`config.mk`:
```
export PLATFORM = sky130hd
export DESIGN_NAME = note_sequencer
export DESIGN_NICKNAME = d
export VERILOG_FILES = /design/src/rtl/synth_pkg.sv /design/src/rtl/seq_pattern_mem.sv /design/src/rtl/note_sequencer.sv
export SDC_FILE = /design/constraint.sdc
export NUM_CORES = 1
export LEC_CHECK = 0
export ABC_AREA = 1
export CORE_MARGIN = 4
export CORE_UTILIZATION = 24
export DETAILED_ROUTE_END_ITERATION = 7
export GPL_TIMING_DRIVEN = 0
export PLACE_DENSITY_LB_ADDON = 0.2
export SYNTH_ARGS = -nofsm -noshare
export SYNTH_HDL_FRONTEND = slang
export SYNTH_SLANG_ARGS = --single-unit
```
`constraint.sdc`:
```
create_clock -name clk -period 3.4 [get_ports clk]
set_input_delay 0.68 -clock clk [delete_from_list [all_inputs] [get_ports clk]]
set_output_delay 0.68 -clock clk [all_outputs]
set_load 0.02 [all_outputs]
```
`src/rtl/synth_pkg.sv`:
```
// Shared types and constants for the note sequencer: FSM states and the
// note-code to oscillator-divider lookup.
package synth_pkg;

  localparam int unsigned CLK_HZ = 10_000_000;

  typedef enum logic [1:0] {
    ST_IDLE,
    ST_NOTE,
    ST_GAP
  } seq_state_e;

  localparam logic [15:0] DIV_REST = 16'd1;

  // Code 0 and codes 14-15 are rests; 1..13 run C4..C5 chromatically.
  localparam logic [15:0] DIV_TABLE [16] = '{
    16'd1,
    16'd38222, 16'd36078, 16'd34053, 16'd32141, 16'd30337, 16'd28634,
    16'd27027, 16'd25510, 16'd24079, 16'd22727, 16'd21452, 16'd20248,
    16'd19111,
    16'd1, 16'd1
  };

  function automatic logic note_is_rest(input logic [3:0] note);
    return (note == 4'd0) || (note >= 4'd14);
  endfunction

endpackage

```
`src/rtl/seq_pattern_mem.sv`:
```
// STEPS x 4-bit pattern register file: one synchronous write port, one
// asynchronous read port, cleared to rests by reset.
module seq_pattern_mem #(
  parameter int STEPS = 8,
  parameter int AW    = $clog2(STEPS)
) (
  input  logic          clk,
  input  logic          nrst,
  input  logic          wr_en,
  input  logic [AW-1:0] wr_addr,
  input  logic [3:0]    wr_data,
  input  logic [AW-1:0] rd_addr,
  output logic [3:0]    rd_data
);

  logic [3:0] mem_q [STEPS];
  logic [3:0] mem_d [STEPS];

  always_comb begin
    mem_d = mem_q;
    if (wr_en) mem_d[wr_addr] = wr_data;
  end

  // NOTE: this array is reset on purpose: a reset must silence every slot,
  // so it is built from flops rather than a RAM macro.
  always_ff @(posedge clk or negedge nrst) begin
    if (!nrst) begin
      for (int i = 0; i < STEPS; i++) mem_q[i] <= '0;
    end else begin
      mem_q <= mem_d;
    end
  end

  assign rd_data = mem_q[rd_addr];

endmodule

```
`src/rtl/note_sequencer.sv`:
```
// Step sequencer driving the oscillator: plays the stored pattern at a
// programmable step length, with a silent gap closing every step.
module note_sequencer
  import synth_pkg::*;
#(
  parameter int STEPS      = 8,
  parameter int TEMPO_W    = 24,
  parameter int GAP_CYCLES = 1000
) (
  input  logic                     clk,
  input  logic                     nrst,
  input  logic                     start,
  input  logic                     stop,
  input  logic                     loop,
  input  logic [TEMPO_W-1:0]       tempo,
  input  logic                     wr_en,
  input  logic [$clog2(STEPS)-1:0] wr_addr,
  input  logic [3:0]               wr_note,
  output logic [15:0]              divider,
  output logic                     en,
  output logic [$clog2(STEPS)-1:0] step,
  output logic                     step_pulse,
  output logic                     playing
);

  localparam int AW = $clog2(STEPS);
  localparam logic [TEMPO_W-1:0] GAP_W    = TEMPO_W'(GAP_CYCLES);
  localparam logic [TEMPO_W-1:0] GAP_LAST = TEMPO_W'(GAP_CYCLES - 1);
  localparam logic [AW-1:0]      STEP_LAST = AW'(STEPS - 1);

  seq_state_e         state_q, state_d;
  logic [AW-1:0]      step_q, step_d;
  logic [TEMPO_W-1:0] cnt_q, cnt_d;
  logic [TEMPO_W-1:0] note_last_q, note_last_d;
  logic [15:0]        divider_q, divider_d;
  logic               en_q, en_d;
  logic               pulse_q, pulse_d;
  logic               playing_q, playing_d;

  logic               enter_note;
  logic               go_idle;
  logic [AW-1:0]      next_step;
  logic [3:0]         rd_note;
  logic [TEMPO_W-1:0] tempo_eff;

  seq_pattern_mem #(.STEPS(STEPS), .AW(AW)) u_mem (
    .clk     (clk),
    .nrst    (nrst),
    .wr_en   (wr_en),
    .wr_addr (wr_addr),
    .wr_data (wr_note),
    .rd_addr (next_step),
    .rd_data (rd_note)
  );

  // Clamp so the NOTE phase always lasts at least one cycle.
  assign tempo_eff = (tempo > GAP_W) ? tempo : GAP_W + TEMPO_W'(1);

  // NOTE: every variable gets a default before the case so no path leaves
  // one unassigned, which would otherwise infer a latch.
  always_comb begin
    state_d     = state_q;
    step_d      = step_q;
    cnt_d       = cnt_q;
    note_last_d = note_last_q;
    divider_d   = divider_q;
    en_d        = en_q;
    pulse_d     = 1'b0;
    playing_d   = playing_q;
    enter_note  = 1'b0;
    go_idle     = 1'b0;
    next_step   = step_q;

    unique case (state_q)
      ST_IDLE: begin
        if (start) begin
          enter_note  = 1'b1;
          next_step   = '0;
          note_last_d = tempo_eff - GAP_W - TEMPO_W'(1);
        end
      end
      ST_NOTE: begin
        if (cnt_q == note_last_q) begin
          state_d = ST_GAP;
          cnt_d   = '0;
          en_d    = 1'b0;
        end else begin
          cnt_d = cnt_q + TEMPO_W'(1);
        end
      end
      ST_GAP: begin
        if (cnt_q == GAP_LAST) begin
          if (step_q != STEP_LAST) begin
            enter_note = 1'b1;
            next_step  = step_q + AW'(1);
          end else if (loop) begin
            enter_note = 1'b1;
            next_step  = '0;
          end else begin
            go_idle = 1'b1;
          end
        end else begin
          cnt_d = cnt_q + TEMPO_W'(1);
        end
      end
      default: go_idle = 1'b1;
    endcase

    // The pattern slot is sampled only here, so later writes to the
    // sounding step cannot change it mid-step.
    if (enter_note) begin
      state_d   = ST_NOTE;
      step_d    = next_step;
      cnt_d     = '0;
      divider_d = DIV_TABLE[rd_note];
      en_d      = !note_is_rest(rd_note);
      pulse_d   = 1'b1;
      playing_d = 1'b1;
    end

    if (stop || go_idle) begin
      state_d   = ST_IDLE;
      step_d    = '0;
      cnt_d     = '0;
      divider_d = DIV_REST;
      en_d      = 1'b0;
      pulse_d   = 1'b0;
      playing_d = 1'b0;
    end
  end

  // NOTE: state registers use non-blocking assignments so every flop
  // samples its pre-edge inputs regardless of statement order.
  always_ff @(posedge clk or negedge nrst) begin
    if (!nrst) begin
      state_q     <= ST_IDLE;
      step_q      <= '0;
      cnt_q       <= '0;
      note_last_q <= '0;
      divider_q   <= DIV_REST;
      en_q        <= 1'b0;
      pulse_q     <= 1'b0;
      playing_q   <= 1'b0;
    end else begin
      state_q     <= state_d;
      step_q      <= step_d;
      cnt_q       <= cnt_d;
      note_last_q <= note_last_d;
      divider_q   <= divider_d;
      en_q        <= en_d;
      pulse_q     <= pulse_d;
      playing_q   <= playing_d;
    end
  end

  assign divider    = divider_q;
  assign en         = en_q;
  assign step       = step_q;
  assign step_pulse = pulse_q;
  assign playing    = playing_q;

endmodule

```
### Word level (Yosys, flattened, before mapping)

Memory sizes are Yosys's and may differ from the RTL's.
Index checks and enable logic that the tools add are counted.

| operators by class | value |
|---|---|
| equal/unequal tests | 6 |
| mux-type cells | 44 |
| reductions and logical operators | 14 |
| bitwise logic cells | 3 |
| $lt $le $gt $ge | 6 |
| add/subtract/negate cells | 4 |

Operator list:

| cell | count |
|---|---|
| 24-bit two-way mux | 5 |
| 16-bit two-way mux | 4 |
| 24-bit case mux with 2 select lines | 1 |
| 32-bit bitwise mux | 1 |
| 24-bit by 1-bit adder with 24-bit output, second input constant | 1 |
| 24-bit by 10-bit equality test with 1-bit output, second input constant | 1 |
| 24-bit equality test | 1 |
| 24-bit by 10-bit > comparator with 1-bit output, second input constant | 1 |
| 24-bit by 1-bit subtractor with 24-bit output, second input constant | 1 |
| 24-bit by 10-bit subtractor with 24-bit output, second input constant | 1 |
| 3-bit two-way mux | 6 |
| 1-bit two-way mux | 15 |
| 4-bit binary-select mux with 3-bit select | 1 |
| 4-bit demux with 3-bit select | 1 |
| 4-bit >= comparator, second input constant | 3 |
| 4-bit two-way mux | 3 |
| 2-bit two-way mux | 4 |
| 3-bit inverter with 4-bit output | 2 |
| 3-bit case mux with 2 select lines | 1 |
| 2-bit AND reduction | 3 |
| 3-bit nonzero test | 2 |
| 5-bit >= comparator, second input constant | 1 |
| 4-bit inverter with 5-bit output | 1 |
| 4-bit logical NOT | 1 |
| other kinds (14) | 16 |

| word-level totals | value |
|---|---|
| memories | 1 |
| bits of input ports | 37 |
| bits in read-only memories | 256 |
| register bits after elaboration | 104 |

Memories:

| name | words | width | read ports | clocked after memory_dff | wr ports | line | RTL |
|---|---|---|---|---|---|---|---|
| (no name shown) | 16 | 16 | 1 | 0 | 0 | note_sequencer.sv:115 | `divider_d = DIV_TABLE[rd_note];` |

### Longest topological paths before layout

| logic depth | value |
|---|---|
| depth after elaboration | 14 |
| depth in mapped cells | 23 |
| gate-level depth less buffers | 22 |

### By module

A second synthesis with hierarchy kept.

| unflattened totals | value |
|---|---|
| cell total of the unflattened synthesis | 869 |
| area total of the unflattened synthesis | 6501.2 um^2 |

By module, submodules not included:

| module | sequential area each (um^2) | area each (um^2) | times used | cells each |
|---|---|---|---|---|
| note_sequencer | 1803.0 | 4884.7 | 1 | 645 |
| seq_pattern_mem | 800.8 | 1616.6 | 1 | 224 |

### Least setup slack after synthesis

OpenSTA, ideal clock, no wires.

| timing path | value |
|---|---|
| path type | flip-flop to flip-flop |
| start | reg step_q[0] (netlist: step[0]) |
| end | reg divider_q[6] (netlist: divider[6]) |
| path buffers | 1 |
| data arrival time | 2856 ps |
| path slack | 467 ps |
| stages on the path, launching flop included | 22 |
| library setup time | 76 ps |
| data required time | 3324 ps |
| cells stage by stage | dfrtp_1 -> ha_1 -> ha_1 -> inv_1 -> nor2_1 -> nor2_1 -> nand4_4 -> nand3_4 -> nand2_4 -> buf_6 -> nand2_1 -> nand2_1 -> o21ai_1 -> nand2_1 -> nand2_2 -> inv_1 -> ha_1 -> inv_1 -> nand3_1 -> nand3_1 -> nand2_1 -> o21ai_1 |

| on the way | value |
|---|---|
| longest elaborated chain between the ends | 14 |

Ends and longest elaborated chain:

| item | line | RTL |
|---|---|---|
| from (decl) | note_sequencer.sv:32 | `logic [AW-1:0] step_q, step_d;` |
| from (signal assigned) | note_sequencer.sv:146 | `step_q <= step_d;` |
| 3-bit by 1-bit adder with 3-bit output (tied with other cells) | note_sequencer.sv:95 | `next_step = step_q + AW'(1);` |
| 3-bit two-way mux | note_sequencer.sv:93 | `if (step_q != STEP_LAST) begin` |
| 3-bit two-way mux | note_sequencer.sv:92 | `if (cnt_q == GAP_LAST) begin` |
| 3-bit case mux with 2 select lines | note_sequencer.sv:74 | `unique case (state_q)` |
| 3-bit inverter with 4-bit output (implied by the code) | seq_pattern_mem.sv:34 | `assign rd_data = mem_q[rd_addr];` |
| 4-bit binary-select mux with 3-bit select | seq_pattern_mem.sv:34 |  |
| 4-bit two-way mux (implied by the code) (2 in a row) | seq_pattern_mem.sv:34 |  |
| 4-bit inverter with 5-bit output (implied by the code) | note_sequencer.sv:115 |  |
| memory 16 x 16 bit | -- |  |
| 16-bit two-way mux (implied by the code) (2 in a row) | note_sequencer.sv:115 |  |
| 16-bit two-way mux | note_sequencer.sv:111 | `if (enter_note) begin` |
| 16-bit two-way mux | note_sequencer.sv:121 | `if (stop \|\| go_idle) begin` |
| to (signal assigned) | note_sequencer.sv:149 | `divider_q <= divider_d;` |
| to (decl) | note_sequencer.sv:35 | `logic [15:0] divider_q, divider_d;` |

Parallel ways exist; a longest one is shown, timed or not. The select of a mux whose other input is x is not followed.
A chain may end at the register's enable or synchronous reset.

### Worst setup path after layout

| timing path | value |
|---|---|
| start | in loop |
| end | reg divider_q[6] (netlist: divider[6]) |

| on the way | value |
|---|---|
| longest elaborated chain between the ends | 14 |

Ends and longest elaborated chain:

| item | line | RTL |
|---|---|---|
| from (decl) | note_sequencer.sv:14 | `input logic loop,` |
| 3-bit two-way mux | note_sequencer.sv:96 | `end else if (loop) begin` |
| 3-bit two-way mux | note_sequencer.sv:93 |  |
| 3-bit two-way mux | note_sequencer.sv:92 |  |
| 3-bit case mux with 2 select lines | note_sequencer.sv:74 |  |
| 3-bit inverter with 4-bit output (implied by the code) | seq_pattern_mem.sv:34 |  |
| 4-bit binary-select mux with 3-bit select | seq_pattern_mem.sv:34 |  |
| 4-bit two-way mux (implied by the code) (2 in a row) | seq_pattern_mem.sv:34 |  |
| 4-bit inverter with 5-bit output (implied by the code) | note_sequencer.sv:115 |  |
| memory 16 x 16 bit | -- |  |
| 16-bit two-way mux (implied by the code) (2 in a row) | note_sequencer.sv:115 |  |
| 16-bit two-way mux | note_sequencer.sv:111 |  |
| 16-bit two-way mux | note_sequencer.sv:121 |  |

Parallel ways exist; a longest one is shown, timed or not. The select of a mux whose other input is x is not followed.

==> parameters.txt <==
Parameter                              Value

Timing
  Final critical-path share of the clock period    92.3%
  Worst Hold Margin    217 ps
  Measured slew at the worst slew-check pin    901 ps
  Slew Limit Fails    0
  Final hold violation count    0
  Achievable Freq    0.319 GHz
  RSZ-0062 raised after global routing    false
  Shortest period the worst path allows    3140 ps
  Setup skew after layout    14.5 ps
  Worst setup slack after layout    261 ps
  Finish-stage setup viols    0
  Worst slew margin relative to its limit    39.4%

Die
  Effective utilization at floorplan    24.5%
  Floorplan core area    26,200 um^2
  Standard-cell rows    59
  Vertical die dimension    172 um
  Area of the die    29,400 um^2
  Num ports    59
  Die extent in x    172 um

Cells and area
  Layout overhead on the synthesized area    22.2%
  Fill cells    2,799
  Final Cell Area    7850 um^2
  Count of non-filler cells in the finished layout    1,263
  Final nets    971
  Share of final-layout standard cells stronger than drive strength 1    12.4%
  Number of antenna cells inserted    0

Worst setup path
  Total stage count of the critical path    19
  Capture instance of the worst register-to-register path    divider[6]
  Worst setup SP type    input pin
  Slowest cell on the critical path    sky130_fd_sc_hd__clkdlybuf4s50_1
  Critical Path, Cell by Cell    clkdlybuf4s50_1 -> nor2_1 -> nor2_2 -> nand4_4 -> nand3_4 -> nand2_4 -> buf_6 -> nand2_1 -> nand2_1 -> o21ai_2 -> nand2_1 -> nand2_4 -> inv_1 -> ha_1 -> inv_1 -> nand3_2 -> nand3_2 -> nand2_1 -> o21ai_1
  Worst setup path endpoint    divider[6]
  Category of cells accounting for the largest share of critical-path delay    simple AND/OR/NAND/NOR gates
  Crit path buffers/inverters    4
  Reg2Reg Launch Point    step[0]
  Signal arrival time at the worst endpoint    3430 ps
  Required time of the critical path    3690 ps
  Setup crit start    loop
  Most frequent cell on the critical path    sky130_fd_sc_hd__nand2_1
  Type of the worst setup path    input pin to flop
  Type of element capturing the critical path    flop
  Minimum setup slack among reg-to-reg paths    270 ps
  Reg2reg path depth    21
  Critical Path Fanout Max    10
  CP peak stage delay    530 ps

Synth
  Synthesized area per cell    7.58 um^2
  Number of synthesized flops with an enable pin    0
  Number of different library cells in the post-synthesis netlist    47
  Synthesized Nets    895
  Total standard cell area after synthesis    6420 um^2
  Main flop type after synthesis    sky130_fd_sc_hd__dfrtp_1
  Library cell with the highest instance count after synthesis    sky130_fd_sc_hd__nand2_1
  Total number of yosys warnings    0
  Sequential fraction of the synthesis area    40.5%
  Fraction of synthesized cell area taken by the top area cell type    40.1%
  Cells after Synth    847
  Fraction of registers with async set or reset after synthesis    100%
  Top cells by area in the synthesized netlist    sky130_fd_sc_hd__dfrtp_1, sky130_fd_sc_hd__nand2_1, sky130_fd_sc_hd__nand3_1
  Count of state elements after synthesis    104
  Commonest cells in the synthesized netlist    sky130_fd_sc_hd__nand2_1, sky130_fd_sc_hd__dfrtp_1, sky130_fd_sc_hd__inv_1, sky130_fd_sc_hd__nor2_1, sky130_fd_sc_hd__nand3_1
  Biggest area consumer among synthesized cells    sky130_fd_sc_hd__dfrtp_1

Global route
  Antenna violations before repair    0
  Global-route wire length before repair    28.7 mm
  Aggregate global-route resource usage    12.2%
  Overflow left after global routing    0
  Via count of the first global-routing pass    5,375
  Pin count of the biggest net entering global routing    66

Placed design
  Count of input and output buffers    58
  GP Congestion    0.811
  Final HPWL DP    13.5 mm
  Total instance count after detailed placement    1,241
  Setup Slack @ Placement    -575 ps
  Cell area after placement    7450 um^2

Detailed routing
  Final wirelength    17.4 mm
  Routed via count divided by cell count    4.39
  DR pass1 iterations    4
  Remaining antenna violation count after routing    0
  Residual DRC count    0
  Detailed-route via count    5,540
  Routed wire length per instance    13.8 um
  Detailed Route Iter0 Violations    340

Power
  Static leakage    3.58 nW
  Power per Cell Area    427 nW/um^2
  Total Power    3.35 mW
  VDD IR max    0.000228 V

Hold path
  Type of the worst min-delay path    input pin to asynchronous set/reset pin

Clock network
  Longest Clk Path Bufs    2
  Inserted Clock Buffers    9
  Hold buffers post-CTS    0
  Clk pin slew, worst setup/hold paths    80 ps
  Number of H-tree branching levels    3
  Clock tree from TritonCTS    built
  Worst skew pair latency    360 ps
  Sink count of the clock tree    104
  Root Buffer Master    sky130_fd_sc_hd__clkbuf_16

Outcome
  Run status    completed

Job
  Max capacitance violation total    0
## through the flow
| step | util, % | TNS [ps] |
|---|---|---|
| 6_report | 29.9 | 0 |
| 5_1_grt | 29.9 | 0 |
| 4_1_cts | 29.6 | 0 |
| 3_5_place_dp | 28.4 | -7450 |
| 3_3_place_gp | 28.3 | -297260 |
| 2_1_floorplan | - | 0 |
## worst reg2reg max path: cells and delay by family, from the launching register on
| family | cells | cell delay [ps] |
|---|---|---|
| compound gates | 2 | 280 |
| simple gates | 12 | 1200 |
| fa+ha+maj | 3 | 730 |
| flops | 1 | 420 |
| buf+inv | 4 | 430 |
## cells by family after synthesis
family	after synthesis	synth area share, %
compound gates	103	8.94
flops	104	40.5
buf+inv	114	7.58
simple gates	480	36.0
fa+ha+maj	11	2.14
xor+xnor	35	4.77
## sequential cells by signal, summed over array words and instances, names as in the netlist
register and cells:
cnt_q 24, divider 16, en 1, note_last_q 24, playing 1, state_q 2
step 3, step_pulse 1, u_mem.mem_q 32
## layout by cell type (no fill, tap or decap), drive strengths merged, types with 15 or more instances in the layout
master and count:
a21oi 20, buf 23, clkdlybuf4s50 54, dfrtp 103, inv 97, nand2 246
nand3 93, nand4 16, nor2 88, nor3 21, o21ai 61, xnor2 15
xor2 20
## how the worst min path moves through the flow
stage	start	endpoint	cells after the start
floorplan	nrst	cnt_q[0]	0
global placement	u_mem.mem_q[13]	u_mem.mem_q[13]	2
finish	nrst	note_last_q[21]	1
CTS	nrst	note_last_q[21]	1
detailed placement	u_mem.mem_q[29]	u_mem.mem_q[29]	2
global route	nrst	note_last_q[21]	1
## repair_timing
| item | in CTS | in global routing |
|---|---|---|
| pin swaps | 0 | 3 |
| resized for setup | 2 | 12 |
| setup buffers | 0 | 6 |
| setup endpoints to repair | 9 | 13 |
## cell type report
| type | instances | area, um^2 | share of cell area (%) |
|---|---|---|---|
| Inverter | 95 | 362 | 4.61 |
| Buffer | 19 | 125 | 1.59 |
| Timing Repair Buffer | 65 | 662 | 8.43 |
| Sequential cell | 104 | 2610 | 33.2 |
| Clock buffer | 9 | 225 | 2.87 |
| Multi-Input combinational cell | 629 | 3380 | 43.0 |
| Clock inverter | 7 | 72.6 | 0.925 |
| Tap cell | 335 | 419 | 5.34 |
## power by group
part | internal (mW) | leakage [nW] | switching, mW
clock network | 0.522 | 0.143 | 0.556
logic | 0.321 | 2.10 | 0.468
registers | 1.39 | 1.34 | 0.0968
total | 2.23 | 3.58 | 1.12
## per-layer routing
metal / vias up / share of wire [%] / routed length, um / track usage [%]
met1: 2544 / 52 / 9030 / 18.4
li1: 2908 / - / - / -
met4: 0 / 1.1 / 191 / 3.17
met3: 12 / 3.3 / 581 / 1.72
met5: - / 0 / 0 / 0
met2: 76 / 44 / 7630 / 18.0
(Power assumes the default switching activity.)
